File: config.mk
export PLATFORM = sky130hd
export DESIGN_NAME = game_ctrl
export DESIGN_NICKNAME = d
export VERILOG_FILES = /design/src/rtl/game_pkg.sv /design/src/rtl/hand_accum.sv /design/src/rtl/game_ctrl.sv
export SDC_FILE = /design/constraint.sdc
export NUM_CORES = 1
export LEC_CHECK = 0
export CAP_MARGIN = 30
export CELL_PAD_IN_SITES_DETAIL_PLACEMENT = 1
export CELL_PAD_IN_SITES_GLOBAL_PLACEMENT = 2
export CORE_UTILIZATION = 30
export DETAILED_ROUTE_END_ITERATION = 10
export PLACE_DENSITY_LB_ADDON = 0.15
export SYNTH_ARGS = -nofsm -noshare
export SYNTH_HDL_FRONTEND = slang
export SYNTH_HIERARCHICAL = 1
export SYNTH_SLANG_ARGS = --single-unit
File: constraint.sdc
create_clock -name clk -period 3.4 [get_ports clk]
set_clock_uncertainty 0.1 [all_clocks]
set_input_delay 0.51 -clock clk [delete_from_list [all_inputs] [get_ports clk]]
set_output_delay 0.51 -clock clk [all_outputs]
set_load 0.01 [all_outputs]
File: src/rtl/game_pkg.sv
// game_pkg
// Shared definitions for the blackjack round controller and the result
// overlay: state encodings, hand constants, and the card scoring helpers.
package game_pkg;

    // Encodings are fixed: the result overlay decodes 3/4/5 as WIN/LOSE/DRAW.
    typedef enum logic [2:0] {
        ST_IDLE   = 3'd0,
        ST_PLAYER = 3'd1,
        ST_DEALER = 3'd2,
        ST_WIN    = 3'd3,
        ST_LOSE   = 3'd4,
        ST_DRAW   = 3'd5,
        ST_DEAL   = 3'd6
    } state_t;

    localparam logic [5:0] BLACKJACK = 6'd21;
    localparam logic [5:0] ACE_BONUS = 6'd10;

    // Highest hard total at which counting an ace as 11 does not bust.
    localparam logic [5:0] SOFT_LIMIT = BLACKJACK - ACE_BONUS;

    // Points added to the hard sum by one card; aces count 1 here and the
    // soft bonus is applied separately from the hand's ace flag.
    function automatic logic [5:0] card_points(input logic [3:0] rank);
        logic [5:0] pts;
        if (rank >= 4'd11 && rank <= 4'd13) begin
            pts = 6'd10;
        end else if (rank >= 4'd1 && rank <= 4'd10) begin
            pts = {2'b00, rank};
        end else begin
            pts = 6'd0;
        end
        return pts;
    endfunction

    // Ranks outside 1..13 are never accepted from the card source.
    function automatic logic card_legal(input logic [3:0] rank);
        return (rank != 4'd0) && (rank <= 4'd13);
    endfunction

endpackage

File: src/rtl/hand_accum.sv
// hand_accum
// Accumulates one hand: registered hard total, ace flag and card count,
// with a combinational soft total.
// Ports:
//   clk, rst_n   clock, asynchronous active-low reset
//   clr          empty the hand (takes priority over add)
//   add          accept one card of rank `rank` this cycle
//   rank         card rank 1..13 (1 = ace)
//   soft_sum     hard total, plus 10 when an ace is held and it fits
//   count        number of cards held
module hand_accum
    import game_pkg::*;
(
    input  logic       clk,
    input  logic       rst_n,
    input  logic       clr,
    input  logic       add,
    input  logic [3:0] rank,
    output logic [5:0] soft_sum,
    output logic [2:0] count
);

    logic [5:0] hard_q, hard_d;
    logic       ace_q,  ace_d;
    logic [2:0] count_q, count_d;

    always_comb begin
        hard_d  = hard_q;
        ace_d   = ace_q;
        count_d = count_q;
        if (clr) begin
            hard_d  = 6'd0;
            ace_d   = 1'b0;
            count_d = 3'd0;
        end else if (add) begin
            hard_d  = hard_q + card_points(rank);
            ace_d   = ace_q | (rank == 4'd1);
            count_d = count_q + 3'd1;
        end
    end

    always_ff @(posedge clk or negedge rst_n) begin
        if (!rst_n) begin
            hard_q  <= 6'd0;
            ace_q   <= 1'b0;
            count_q <= 3'd0;
        end else begin
            hard_q  <= hard_d;
            ace_q   <= ace_d;
            count_q <= count_d;
        end
    end

    // Only one ace can ever take the bonus, so a single flag suffices.
    assign soft_sum = (ace_q && hard_q <= SOFT_LIMIT) ? hard_q + ACE_BONUS : hard_q;
    assign count    = count_q;

endmodule

File: src/rtl/game_ctrl.sv
// game_ctrl
// Blackjack round controller: deal, player turn, dealer turn, outcome.
// Requests cards over a req/valid handshake and keeps both hand totals.
// Ports:
//   clk, rst_n                clock, asynchronous active-low reset
//   btn_start/hit/stand       one-cycle button pulses
//   card_valid, card_value    card source offer (rank 1..13)
//   card_req, card_to         card wanted, destination (0 player, 1 dealer)
//   state                     round state (state_t encoding)
//   player_sum, dealer_sum    soft totals
//   player_cards, dealer_cards cards held
module game_ctrl
    import game_pkg::*;
#(
    parameter int DEALER_STAND = 17,
    parameter int MAX_CARDS    = 5
) (
    input  logic       clk,
    input  logic       rst_n,
    input  logic       btn_start,
    input  logic       btn_hit,
    input  logic       btn_stand,
    input  logic       card_valid,
    input  logic [3:0] card_value,
    output logic       card_req,
    output logic       card_to,
    output logic [2:0] state,
    output logic [5:0] player_sum,
    output logic [5:0] dealer_sum,
    output logic [2:0] player_cards,
    output logic [2:0] dealer_cards
);

    localparam logic [5:0] STAND_SUM  = 6'(DEALER_STAND);
    localparam logic [2:0] CARD_LIMIT = 3'(MAX_CARDS);

    state_t     state_q, state_d;
    logic [1:0] deal_cnt_q, deal_cnt_d;
    logic       req_q, req_d;
    logic       to_q, to_d;

    logic       accept;
    logic       hands_clr;

    assign accept = req_q & card_valid & card_legal(card_value);

    hand_accum u_player (
        .clk      (clk),
        .rst_n    (rst_n),
        .clr      (hands_clr),
        .add      (accept & ~to_q),
        .rank     (card_value),
        .soft_sum (player_sum),
        .count    (player_cards)
    );

    hand_accum u_dealer (
        .clk      (clk),
        .rst_n    (rst_n),
        .clr      (hands_clr),
        .add      (accept & to_q),
        .rank     (card_value),
        .soft_sum (dealer_sum),
        .count    (dealer_cards)
    );

    // Decisions are only taken while no request is outstanding, so they
    // always see totals that already include the last accepted card.
    always_comb begin
        state_d    = state_q;
        deal_cnt_d = deal_cnt_q;
        req_d      = req_q;
        to_d       = to_q;
        hands_clr  = 1'b0;

        if (accept) begin
            req_d = 1'b0;
        end

        case (state_q)
            ST_IDLE, ST_WIN, ST_LOSE, ST_DRAW: begin
                if (btn_start) begin
                    hands_clr  = 1'b1;
                    state_d    = ST_DEAL;
                    deal_cnt_d = 2'd0;
                    req_d      = 1'b1;
                    to_d       = 1'b0;
                end
            end

            ST_DEAL: begin
                // req is raised on entry, so it is low here only in the
                // cycle right after a deal card was accepted.
                if (!req_q) begin
                    if (deal_cnt_q == 2'd3) begin
                        state_d = (player_sum == BLACKJACK) ? ST_DEALER : ST_PLAYER;
                    end else begin
                        deal_cnt_d = deal_cnt_q + 2'd1;
                        req_d      = 1'b1;
                        to_d       = ~deal_cnt_q[0];  // alternate player/dealer
                    end
                end
            end

            ST_PLAYER: begin
                if (!req_q) begin
                    if (player_sum > BLACKJACK) begin
                        state_d = ST_LOSE;
                    end else if (player_sum == BLACKJACK || player_cards == CARD_LIMIT) begin
                        state_d = ST_DEALER;
                    end else if (btn_stand) begin
                        state_d = ST_DEALER;
                    end else if (btn_hit) begin
                        req_d = 1'b1;
                        to_d  = 1'b0;
                    end
                end
            end

            ST_DEALER: begin
                if (!req_q) begin
                    if (dealer_sum < STAND_SUM && dealer_cards < CARD_LIMIT) begin
                        req_d = 1'b1;
                        to_d  = 1'b1;
                    end else if (dealer_sum > BLACKJACK) begin
                        state_d = ST_WIN;
                    end else if (player_sum > dealer_sum) begin
                        state_d = ST_WIN;
                    end else if (player_sum < dealer_sum) begin
                        state_d = ST_LOSE;
                    end else begin
                        state_d = ST_DRAW;
                    end
                end
            end

            default: begin
                state_d = ST_IDLE;
                req_d   = 1'b0;
            end
        endcase
    end

    always_ff @(posedge clk or negedge rst_n) begin
        if (!rst_n) begin
            state_q    <= ST_IDLE;
            deal_cnt_q <= 2'd0;
            req_q      <= 1'b0;
            to_q       <= 1'b0;
        end else begin
            state_q    <= state_d;
            deal_cnt_q <= deal_cnt_d;
            req_q      <= req_d;
            to_q       <= to_d;
        end
    end

    assign state    = state_q;
    assign card_req = req_q;
    assign card_to  = to_q;

endmodule
---- Word level (Yosys, flattened, before mapping) ----
Index checks and enable logic that the tools add are counted.
word-level totals
  flip-flop bits (word level) ............. 27
  output and inout bits ................... 23
  logic and storage cells ................. 140
cells by class
  add/sub/neg operators ................... 7
  equal/unequal tests ..................... 23
  order comparisons ....................... 12
  bitwise gates (word level) .............. 8
  reduce and logical (&&, ||, !) cells .... 17
  multiplexer cells ....................... 63
operators with widths
  kind                 count
  $mux 6               10
  $mux 3               15
  $mux 1               28
  $ne 2x2->1 const B   12
  $add 6x4->6 const B  2
  $add 6x6->6          2
  $eq 3x3->1 const B   4
  $gt 6x5->1 const B   2
  $le 6x4->1 const B   2
  $pmux 3 s4           1
  $reduce_and 11->1    1
  $le 4x4->1 const B   2
  $mux 2               4
  $mux 4               2
  $pmux 1 s4           2
  $reduce_bool 4->1    2
  $reduce_and 7->1     1
  $add 3x1->3 const B  2
  $eq 3x2->1 const B   2
  $eq 6x5->1 const B   1
  $gt 6x6->1           1
  $logic_and 1x1->1    6
  $lt 6x5->1 const B   1
  $lt 6x6->1           1
  other kinds (17)     24

---- Longest topological paths before layout ----
Gate-level depths: netlist of the first run.
  depth in word-level cells ............... 10
  mapped depth ............................ 11
  mapped depth without buffers ............ 11

---- Cells and area by module ----
The synthesis of the first run kept the hierarchy.
modules (own cells, without submodules)
  module      cells each  instances  area an instance (um^2)
  hand_accum  78          2          713.2
  game_ctrl   101         1          798.3

---- Least setup slack after synthesis of the first run ----
No wires, ideal clock.
  path type ............................... reg-to-reg
  start point ............................. register u_player.hard_q[2]
  end point ............................... register state_q[2] (netlist: state[2])
  stages on the path, launching flop included .. 9
  slack ................................... 0.858 ns
  period minus slack after synthesis ...... 2.542 ns
  required time ........................... 3.175 ns
  arrival ................................. 2.316 ns
  path through ............................ dfrtp_1 > ha_1 > inv_1 > o21ai_0 > nor4b_2 > and3_1 > nor4_2 > nor3b_4 > mux2_4
between the ends
  cells in the longest elaborated chain, start to end .. 9
RTL lines
  what                                               RTL line                            RTL
  from (decl)                                        hand_accum.sv:23                    logic [5:0] hard_q, hard_d;
  from (signal assigned)                             hand_accum.sv:48                    hard_q <= hard_d;
  $le 6x4->1                                         hand_accum.sv:55                    assign soft_sum = (ace_q && hard_q <= SOFT_LIMIT) ? hard_q + ACE_BONUS : hard_q;
  $logic_and 1x1->1                                  hand_accum.sv:55
  $mux 6 *                                           hand_accum.sv:55
  net player_sum[2]                                  game_ctrl.sv:28                     output logic [5:0] player_sum,
  $gt 6x6->1 / $eq 6x5->1 (equally long branches)    game_ctrl.sv:127, game_ctrl.sv:109
  $mux 3 / $logic_or 1x1->1 (equally long branches)  game_ctrl.sv:127, game_ctrl.sv:109
  $mux 3 (on tied branches)                          game_ctrl.sv:125, game_ctrl.sv:109
  $mux 3 (on tied branches)                          game_ctrl.sv:122, game_ctrl.sv:107
  $mux 3 (on tied branches)                          game_ctrl.sv:121, game_ctrl.sv:106
  $pmux 3 s4                                         game_ctrl.sv:80                     case (state_q)
  to (signal assigned)                               game_ctrl.sv:151                    state_q <= state_d;
  to (decl)                                          game_ctrl.sv:37                     state_t state_q, state_d;
The timed path passes the listed nets; every way through them passes the cells marked *. The select of a mux whose other input is x is not followed.
A chain may end at the register's enable or synchronous reset.

---- Worst setup path after layout of the first run ----
  start point ............................. register u_player.hard_q[5]
  end point ............................... output port player_sum[1]
between the ends
  cells in the longest elaborated chain, start to end .. 3
RTL lines
  what               RTL line
  $le 6x4->1         hand_accum.sv:55
  $logic_and 1x1->1  hand_accum.sv:55
  $mux 6             hand_accum.sv:55
  to (decl)          game_ctrl.sv:28
No other way between the ends.

==> qor.txt, run 1 <==
Post-route setup slack - 0.596 ns
Critical path arrival - 2.19 ns
Slew Limit Fails - 0
Cells after DPL - 385
Hold crit path type - register to register
Sequential area share after synthesis - 30.4%
GRT Total Usage - 17.0%
Layout cells sized above 1 - 7.24%
Max incr delay on CP - 0.62 ns
Least-Margin Pin Slew - 0.518 ns
Port buffer count - 32
Leakage Power - 1.14 nW
YS warnings - 6
CP max FO - 8
Total Nets Final - 322
Net Count, Synth - 288
DIE WIDTH - 88.1 um
Total Negative Setup Slacks - 0 ns
Status - finished clean
Crit path launch type - register
Delay-heaviest family, CP - buffers and inverters
Slowest library cell on the worst path - clkdlybuf4s50_1
Maximum achievable frequency - 357 MHz
Post-Route Utilization - 37.7%
# Max-Cap Violations - 0
CTS tree - built
Initial Util - 30.8%
Final Instance Count excl. Fillers - 389
R2R Setup Slk - 0.69 ns
Dpl hpwl - 4860 um
Largest net degree at the start of global routing - 28
Simple-gate share of the synthesized area - 20.5%
Worst-case clock buffer depth - 2
Tcrit/Tclk final - 82.5%
CP cell instances - inv_1 > nand3b_1 > a21oi_1 > xnor2_1 > clkdlybuf4s50_1
Main combinational cell family by area after synthesis - compound AO/OA/AOI/OAI gates
FF-to-FF path depth - 9
Gr ovfl total - 0
Fin. Hold Viols - 0
Setup Crit Path Kind - register to output pin
Mapped Cells - 257
EDFF count, synth - 0
First-pass GRT wire length - 9960 um
Worst r2r src - u_player/hard_q[5]
Clock sink total - 27
Area growth syn-to-layout - 22.2%
Ys async rst share - 100%
CTS Hold Bufs - 0
Ant diodes - 0
Post-synthesis xor/xnor area fraction - 4.72%
PD cells - 820 nW/um^2
Cell Rows - 31
Buf/Inv on CP - 2
CP required - 2.79 ns
Drt drc - 0
H-tree depth - 1
RSZ-0062 raised after global routing - false
Synth Flop Type - dfrtp_1
Levels on crit path - 5
Post-CTS sizing - 0
Post-Synth Adder-Cell Area - 12.5%
Antenna violations before repair - 0
Per-cell routed wire length - 15.8 um
Final WL - 6130 um
Tmin final - 2.80 ns
GPL Wtd Cong - 0.811
Rel. slew slack - 65.1%
Mean post-synth cell area - 8.66 sq um
Die area - 7760 sq um
Synth Register Bits - 27
CTS Root Cell - clkbuf_8
Endpoint kind of the worst setup timing path - output pin
Io pins - 33
Proportion of synthesized area in mux cells - 4.78%
Clk slew on worst S/H paths - 0.10 ns
Compound-cell area share of the yosys netlist - 21.2%
ANT nets after route - 0
# setup viols final - 0
Die height - 88.1 um
Num CTS Buffers - 3
Core ar. - 7210 sq um
Dpl ws - 0.511 ns
Crit path from - u_player/hard_q[5]
Vias after detailed routing - 1970
Synth cell types - 54
Vias/cell - 5.06
Worst IR Drop VDD - 215 uV
Critical Path End - player_sum[1]
Post-CTS Setup Bufs - 0
Clk_lat worst skew - 0.29 ns
Reg-to-reg endpoint - state[2]
1st-pass router iterations - 4
Number of global-route vias before repair - 1967
Initial DRC count - 45
Cell Area, Synth - 2220 sq um
## worst min-delay path by stage
| stage | startpoint | to | slack, ns | depth (start not counted) |
|---|---|---|---|---|
| 2_1_floorplan | rst_n | card_req | 0.11 | 0 |
| 3_3_place_gp | deal_cnt_q[1] | deal_cnt_q[1] | 0.41 | 1 |
| 3_5_place_dp | u_player/ace_q | u_player/ace_q | 0.42 | 2 |
| 4_1_cts | u_player/ace_q | u_player/ace_q | 0.45 | 2 |
| 5_1_grt | deal_cnt_q[1] | deal_cnt_q[1] | 0.47 | 1 |
| 6_report | deal_cnt_q[1] | deal_cnt_q[1] | 0.45 | 1 |
## logic make-up (layout without fill, tap and decap cells)
kind of cell / count (synthesis) / in the layout
AND/OR/NAND/NOR: 83 / 83
AO/OA/AOI/OAI: 72 / 72
buffers and inverters: 32 / 65
flip-flops: 27 / 27
adder cells (fa/ha/maj): 21 / 21
XOR/XNOR: 12 / 12
multiplexers: 10 / 10
## synthesized netlist by cell type, drive strengths merged (2+ instances only)
cell type / number / area (sq um)
a211oi: 4 / 30.0
a21boi: 2 / 15.0
a21o: 6 / 47.6
a21oi: 16 / 87.6
a311oi: 3 / 26.3
a31o: 2 / 17.5
a31oi: 5 / 31.3
and2: 3 / 18.8
buf: 5 / 30.0
clkbuf: 5 / 18.8
dfrtp: 27 / 676
fa: 2 / 40.0
ha: 19 / 238
inv: 22 / 82.6
mux2: 2 / 26.3
mux2i: 8 / 80.1
nand2: 15 / 56.3
nand2b: 6 / 37.5
nand3: 4 / 20.0
nand3b: 2 / 15.0
nand4: 2 / 12.5
nand4b: 2 / 17.5
nor2: 28 / 105
nor2b: 4 / 25.0
nor4: 4 / 31.3
nor4b: 3 / 32.5
o211ai: 2 / 15.0
o21ai: 21 / 105
o311ai: 2 / 17.5
o31a: 2 / 17.5
or3: 2 / 12.5
or4b: 2 / 20.0
xnor2: 10 / 87.6
xor2: 2 / 17.5
## sequential cells by signal, indices dropped and copies added, names as in the netlist
signal,count
u_dealer/hard_q,6
u_dealer/count,3
u_player/count,3
u_player/ace_q,1
card_to,1
u_dealer/ace_q,1
state,3
u_player/hard_q,6
card_req,1
deal_cnt_q,2
## cell type report
class	instances	area, sq um
Timing Repair Buffer	39	373
Sequential cell	27	676
Fill cell	878	4500
Clock buffer	4	45.0
Inverter	22	82.6
Multi-Input combinational cell	198	1420
Tap cell	99	124
## layout by cell type (no fill, tap or decap), types with 3 or more instances in the layout
cell type	synthesis	routed
a21o_1	4	4
a311oi_1	3	3
o21ai_0	18	18
clkbuf_8	0	3
dfrtp_1	27	27
ha_1	19	19
nand3_1	4	4
xnor2_1	10	10
inv_1	22	22
nand2b_1	6	6
buf_4	2	7
a211oi_1	4	4
mux2i_1	8	8
a21oi_1	14	14
a31oi_1	5	5
nand2_1	15	15
o21ai_1	3	3
nor2b_1	4	4
nor2_1	28	28
and2_1	3	3
nor4_1	3	3
clkdlybuf4s50_1	0	32
## power by group
group          switching, mW  total (mW)  internal (mW)
clock network          0.113       0.198         0.0845
logic                  0.713        1.40          0.686
registers              0.199       0.633          0.433
## metal layers
metal / track usage [%] / vias to the layer above / part of all wire (%)
li1: - / 993 / -
met1: 23.4 / 951 / 52
met2: 27.8 / 19 / 45
met3: 1.98 / 7 / 2.0
met4: 5.13 / 0 / 1.4
met5: 0 / - / 0
## stage by stage
step / cell area [sq um] / hold slack, ns / power [mW]
finish: 2720 / 0.454 / 2.23
CTS: 2720 / 0.451 / 2.27
detailed placement: 2670 / 0.424 / 2.06
floorplan: 2220 / 0.114 / 1.54
global placement: 2670 / 0.410 / 2.04
global route: 2720 / 0.466 / 2.46
Power figures use the tool's default switching activity.
==> run 2: changes to the inputs <==
- clock period: 3.4 -> 2.5 ns (I/O delays scaled with it)
==> qor.txt, run 2 (synthesis results as in run 1) <==
Status - complete, but fails checks
Failing checks - negative setup slack
Buf/Inv on CP - 2 (unchanged)
Max incr delay on CP - 0.39 ns (-0.23 ns)
Tcrit/Tclk final - 102%
Cells after DPL - 420 (+9.1%)
Critical path arrival - 2.63 ns (+0.44 ns)
# Max-Cap Violations - 0 (unchanged)
Most common cell after layout, fill and taps aside - buf_4
Hold slack - 0.364 ns (-0.0903 ns)
Rel. slew slack - 72.0% (+6.9 points)
Core ar. - 7210 sq um (unchanged)
Post-route setup slack - -0.0507 ns (-0.646 ns)
Total Nets Final - 372 (+16%)
Vias after detailed routing - 2185 (+11%)
Dpl ws - -0.149 ns (-0.660 ns)
Tmin final - 2.55 ns
# setup viols final - 3 (+3)
Gr ovfl total - 0 (unchanged)
RSZ-0062 raised after global routing - true
Filler Cells Inserted - 871 (-0.80%)
1st-pass router iterations - 4 (unchanged)
Slew Limit Fails - 0 (unchanged)
Initial DRC count - 52 (+16%)
H-tree depth - 1 (unchanged)
Most frequent cells in the layout - 55 x buf_4, 28 x nor2_1, 26 x clkdlybuf4s50_1
Cell mode on critical path - buf_4
CP required - 2.58 ns (-0.21 ns)
Largest registers - u_dealer/hard_q: 6 flops, u_player/hard_q: 6 flops
Initial Util - 30.8% (unchanged)
Power Total - 3.71 mW (+66%)
Vias/cell - 4.98 (-1.7%)
First-pass GRT wire length - 10700 um (+7.9%)
Fin. Hold Viols - 0 (unchanged)
Dpl hpwl - 5200 um (+7.2%)
Worst IR Drop VDD - 386 uV (+80%)
Post-Layout Inst Area - 3240 sq um (+19%)
Area growth syn-to-layout - 45.8%
Clock sink total - 27 (unchanged)
Cell Rows - 31 (unchanged)
Clk_lat worst skew - 0.29 ns (about the same)
Antenna violations before repair - 0 (unchanged)
CTS tree - built
Total Negative Setup Slacks - -0.0912 ns (-0.0912 ns)
Drt drc - 0 (unchanged)
Leakage Power - 1.52 nW (+33%)
Crit path launch type - register
Final WL - 6910 um (+13%)
CTS Root Cell - clkbuf_8
Per-cell routed wire length - 15.7 um (-0.12%)
Number of global-route vias before repair - 2213 (+13%)
Setup Crit Path Kind - register to register
ANT nets after route - 0 (unchanged)
Maximum achievable frequency - 392 MHz
Slowest library cell on the worst path - dfrtp_1
Endpoint kind of the worst setup timing path - register
Clk slew on worst S/H paths - 0.10 ns (about the same)
Io pins - 33 (unchanged)
CP cell instances - nand3b_1 > buf_4 > o21ai_1 > o31a_1 > buf_4 > nor4b_4 > and3_4 > nor4_2 > o211ai_1 > mux2_1
CP max FO - 4 (-4)
Layout cells sized above 1 - 26.8% (+20 points)
Worst r2r src - u_player/hard_q[4]
CTS Hold Bufs - 0 (unchanged)
Hold crit path type - input pin to async pin
Largest net degree at the start of global routing - 28 (unchanged)
Die height - 88.1 um (unchanged)
Delay-heaviest family, CP - simple AND/OR/NAND/NOR gates
Post-Place Cell Area - 2940 sq um (+9.8%)
Post-Route Utilization - 45.0% (+7.3 points)
GRT Total Usage - 18.2% (+1.2 points)
GPL Wtd Cong - 0.798 (-1.7%)
DIE WIDTH - 88.1 um (unchanged)
Port buffer count - 32 (unchanged)
Crit path from - u_player/hard_q[4]
PD cells - 1140 nW/um^2 (+39%)
Final Instance Count excl. Fillers - 439 (+13%)
Ant diodes - 0 (unchanged)
Worst-case clock buffer depth - 2 (unchanged)
Die area - 7760 sq um (unchanged)
Num CTS Buffers - 3 (unchanged)
Least-Margin Pin Slew - 0.414 ns (-0.104 ns)
==> run 2: final timing paths <==
check                                      to  slack, ns  depth (start not counted)
max                                   card_to      -0.05                         10
max in group asynchronous  u_player/hard_q[3]       1.65                          2
min                        u_player/hard_q[2]       0.36                          2
min in group clk                deal_cnt_q[1]       0.45                          1
min reg2reg                     deal_cnt_q[1]       0.45                          1
max reg2reg                           card_to      -0.05                         10
==> run 2: final cells by class <==
class	count	area [sq um]	area share (%)
timing repair buffer	89	771	23.8
sequential	27	678	20.9
clock buffer	3	41.3	1.27
inverter	22	82.6	2.55
multi-input combinational	198	1540	47.5
clock inverter	1	5.00	0.154
tap	99	124	3.82
==> run 2: worst register-to-register path, stage by stage (launching register included) <==
cell,delay [ns]
dfrtp_1,0.39
nand3b_1,0.22
buf_4,0.18
o21ai_1,0.11
o31a_1,0.25
buf_4,0.16
nor4b_4,0.04
and3_4,0.19
nor4_2,0.31
o211ai_1,0.15
mux2_1,0.34
==> run 2: layer usage <==
metal / GRT usage [%] / wire, um
met4: 4.84 / 65
met3: 1.70 / 113
met5: 0 / 0
met2: 30.4 / 3280
met1: 25.3 / 3450
==> run 2: power by group <==
| part | leakage [nW] | internal [mW] | total (mW) | switching, mW |
|---|---|---|---|---|
| registers | 0.355 | 0.593 | 0.791 | 0.197 |
| logic | 1.14 | 1.36 | 2.65 | 1.28 |
| clock network | 0.0255 | 0.113 | 0.273 | 0.161 |
==> run 2: repair_timing <==
| action | in CTS | in global routing |
|---|---|---|
| pin swaps | 0 | 15 |
| buffers inserted | 0 | 15 |
| endpoints found under the setup margin | 7 | 11 |
| gates resized for setup | 6 | 30 |
==> run 3: changes to the inputs <==
- CORE_MARGIN: default -> 5
- GPL_ROUTABILITY_DRIVEN: default -> 0
==> qor.txt, run 3 (synthesis results as in run 1) <==
Post-route setup slack - 0.00202 ns (+0.0527 ns)
Gr ovfl total - 0 (unchanged)
Tcrit/Tclk final - 99.9% (-2.1 points)
Most frequent cells in the layout - 46 x buf_4, 28 x nor2_1, 28 x clkdlybuf4s50_1
Max incr delay on CP - 0.46 ns (+0.07 ns)
Worst IR Drop VDD - 473 uV (+23%)
Per-cell routed wire length - 15.3 um (-2.7%)
CTS tree - built
First-pass GRT wire length - 11300 um (+5.5%)
Leakage Power - 1.42 nW (-6.9%)
R2R Setup Slk - 0.002 ns (+0.05 ns)
Flop pwr share - 22.9% (+1.6 points)
Dpl hpwl - 5250 um (+0.78%)
Clk slew on worst S/H paths - 0.10 ns (about the same)
Most common cell after layout, fill and taps aside - buf_4
Status - finished clean
Slowest library cell on the worst path - dfrtp_1
ANT nets after route - 0 (unchanged)
Initial DRC count - 45 (-13%)
GRT Total Usage - 15.5% (-2.7 points)
Worst-case clock buffer depth - 2 (unchanged)
PD cells - 1100 nW/um^2 (-3.4%)
H-tree depth - 1 (unchanged)
Total Nets Final - 361 (-3.0%)
Crit path launch type - register
Area of the multi-input gates - 1480 sq um (-4.1%)
# setup viols final - 0 (-3)
Critical path arrival - 2.57 ns (-0.06 ns)
Comb power frac - 69.4% (-1.9 points)
Port buffer count - 32 (unchanged)
Io pins - 33 (unchanged)
Number of global-route vias before repair - 2279 (+3.0%)
Cells after DPL - 422 (+0.48%)
CP cell instances - ha_1 > o31a_1 > nor4b_2 > and3_4 > nor4_2 > o211ai_1 > mux2_1
Area growth syn-to-layout - 38.5%
CP max FO - 6 (+2)
Post-Place Cell Area - 2950 sq um (+0.51%)
Dpl ws - -0.113 ns (+0.0358 ns)
Clock power share - 7.6% (+0.2 points)
Num CTS Buffers - 3 (unchanged)
DIE WIDTH - 96.1 um (+9.1%)
CP required - 2.57 ns (about the same)
Power Total - 3.40 mW (-8.3%)
P_int - 1.90 mW (-8.3%)
Antenna violations before repair - 0 (unchanged)
Seq. cell area - 676 sq um (-0.37%)
Endpoint kind of the worst setup timing path - register
CTS Root Cell - clkbuf_8
Post-Route Utilization - 42.5% (-2.5 points)
Layout cells sized above 1 - 21.3% (-5.5 points)
Cell Rows - 31 (unchanged)
Maximum achievable frequency - 400 MHz (+2.1%)
RSZ-0062 raised after global routing - true
Final WL - 6560 um (-5.2%)
Die area - 9240 sq um (+19%)
Setup Crit Path Kind - register to register
Slew Limit Fails - 0 (unchanged)
Drt drc - 0 (unchanged)
Switch share - 44.3% (about the same)
Final Instance Count excl. Fillers - 428 (-2.5%)
Clk_lat worst skew - 0.27 ns (-0.02 ns)
Filler Cells Inserted - 876 (+0.57%)
1st-pass router iterations - 4 (unchanged)
Hold crit path type - input pin to async pin
Tmin final - 2.50 ns (-0.0527 ns)
Die height - 96.1 um (+9.1%)
Initial Util - 30.7% (-0.16 points)
Clock sink total - 27 (unchanged)
Least-Margin Pin Slew - 0.347 ns (-0.0668 ns)
Fin. Hold Viols - 0 (unchanged)
Largest registers - u_dealer/hard_q: 6 flops, u_player/hard_q: 6 flops
Post-Layout Inst Area - 3080 sq um (-5.0%)
Total Negative Setup Slacks - 0 ns (+0.0912 ns)
# Max-Cap Violations - 0 (unchanged)
Largest net degree at the start of global routing - 28 (unchanged)
Switching Power - 1.51 mW (-8.2%)
Vias after detailed routing - 2128 (-2.6%)
Ant diodes - 0 (unchanged)
Rel. slew slack - 76.3% (+4.2 points)
Vias/cell - 4.97 (-0.11%)
Hold slack - 0.368 ns (+0.00432 ns)
Core ar. - 7250 sq um (+0.54%)
[run 3: cell types whose count changed in the layout (fill, tap and decap cells not counted), sizes merged]
cell / delta
buf: -11
clkbuf: +1
clkdlybuf4s50: +2
clkinv: -1
dlymetal6s2s: -2
[run 3: final timing paths]
path / from / to / cells past startpoint
worst min register to register: deal_cnt_q[1] / deal_cnt_q[1] / 1
max in group asynchronous: rst_n / state[0] / 2
worst max-delay path: u_player/hard_q[2] / card_to / 7
worst min-delay path: rst_n / u_dealer/hard_q[3] / 2
min in group clk: deal_cnt_q[1] / deal_cnt_q[1] / 1
worst max register to register: u_player/hard_q[2] / card_to / 7
[run 3: cell type report]
class / instances / share of cell area, %
clock buffer: 4 / 1.46
inverter: 22 / 2.68
multi-input combinational: 198 / 48.0
sequential: 27 / 21.9
tap: 99 / 4.02
timing repair buffer: 78 / 21.9
[run 3: routing by layer]
| metal | GRT usage (%) | part of all wire, % | vias up |
|---|---|---|---|
| met5 | 0 | 0 | - |
| met4 | 1.78 | 0.41 | 0 |
| met3 | 1.88 | 2.4 | 2 |
| met2 | 26.3 | 48 | 27 |
| met1 | 21.6 | 49 | 1032 |
| li1 | - | - | 1067 |
[run 3: timing repair]
action	4_1_cts	5_1_grt
resized for setup	2	14
hold buffers	0	0
pin swaps	0	2
setup buffers	0	2
setup endpoints to repair	3	10
[run 3: power groups by stage]
stage,clock network [mW],logic [mW],registers [mW]
3_3_place_gp,0,2.26,0.785
6_report,0.260,2.36,0.781
2_1_floorplan,0,1.31,0.778
3_5_place_dp,0,2.30,0.787
4_1_cts,0.274,2.33,0.780
5_1_grt,0.291,2.65,0.815
[run 3: worst max-delay path: cells and delay by family, from the launching register on]
family	cells	cell delay (ns)
AO/OA/AOI/OAI	2	0.64
AND/OR/NAND/NOR	3	0.63
multiplexers	1	0.34
adder cells (fa/ha/maj)	1	0.23
flip-flops	1	0.46
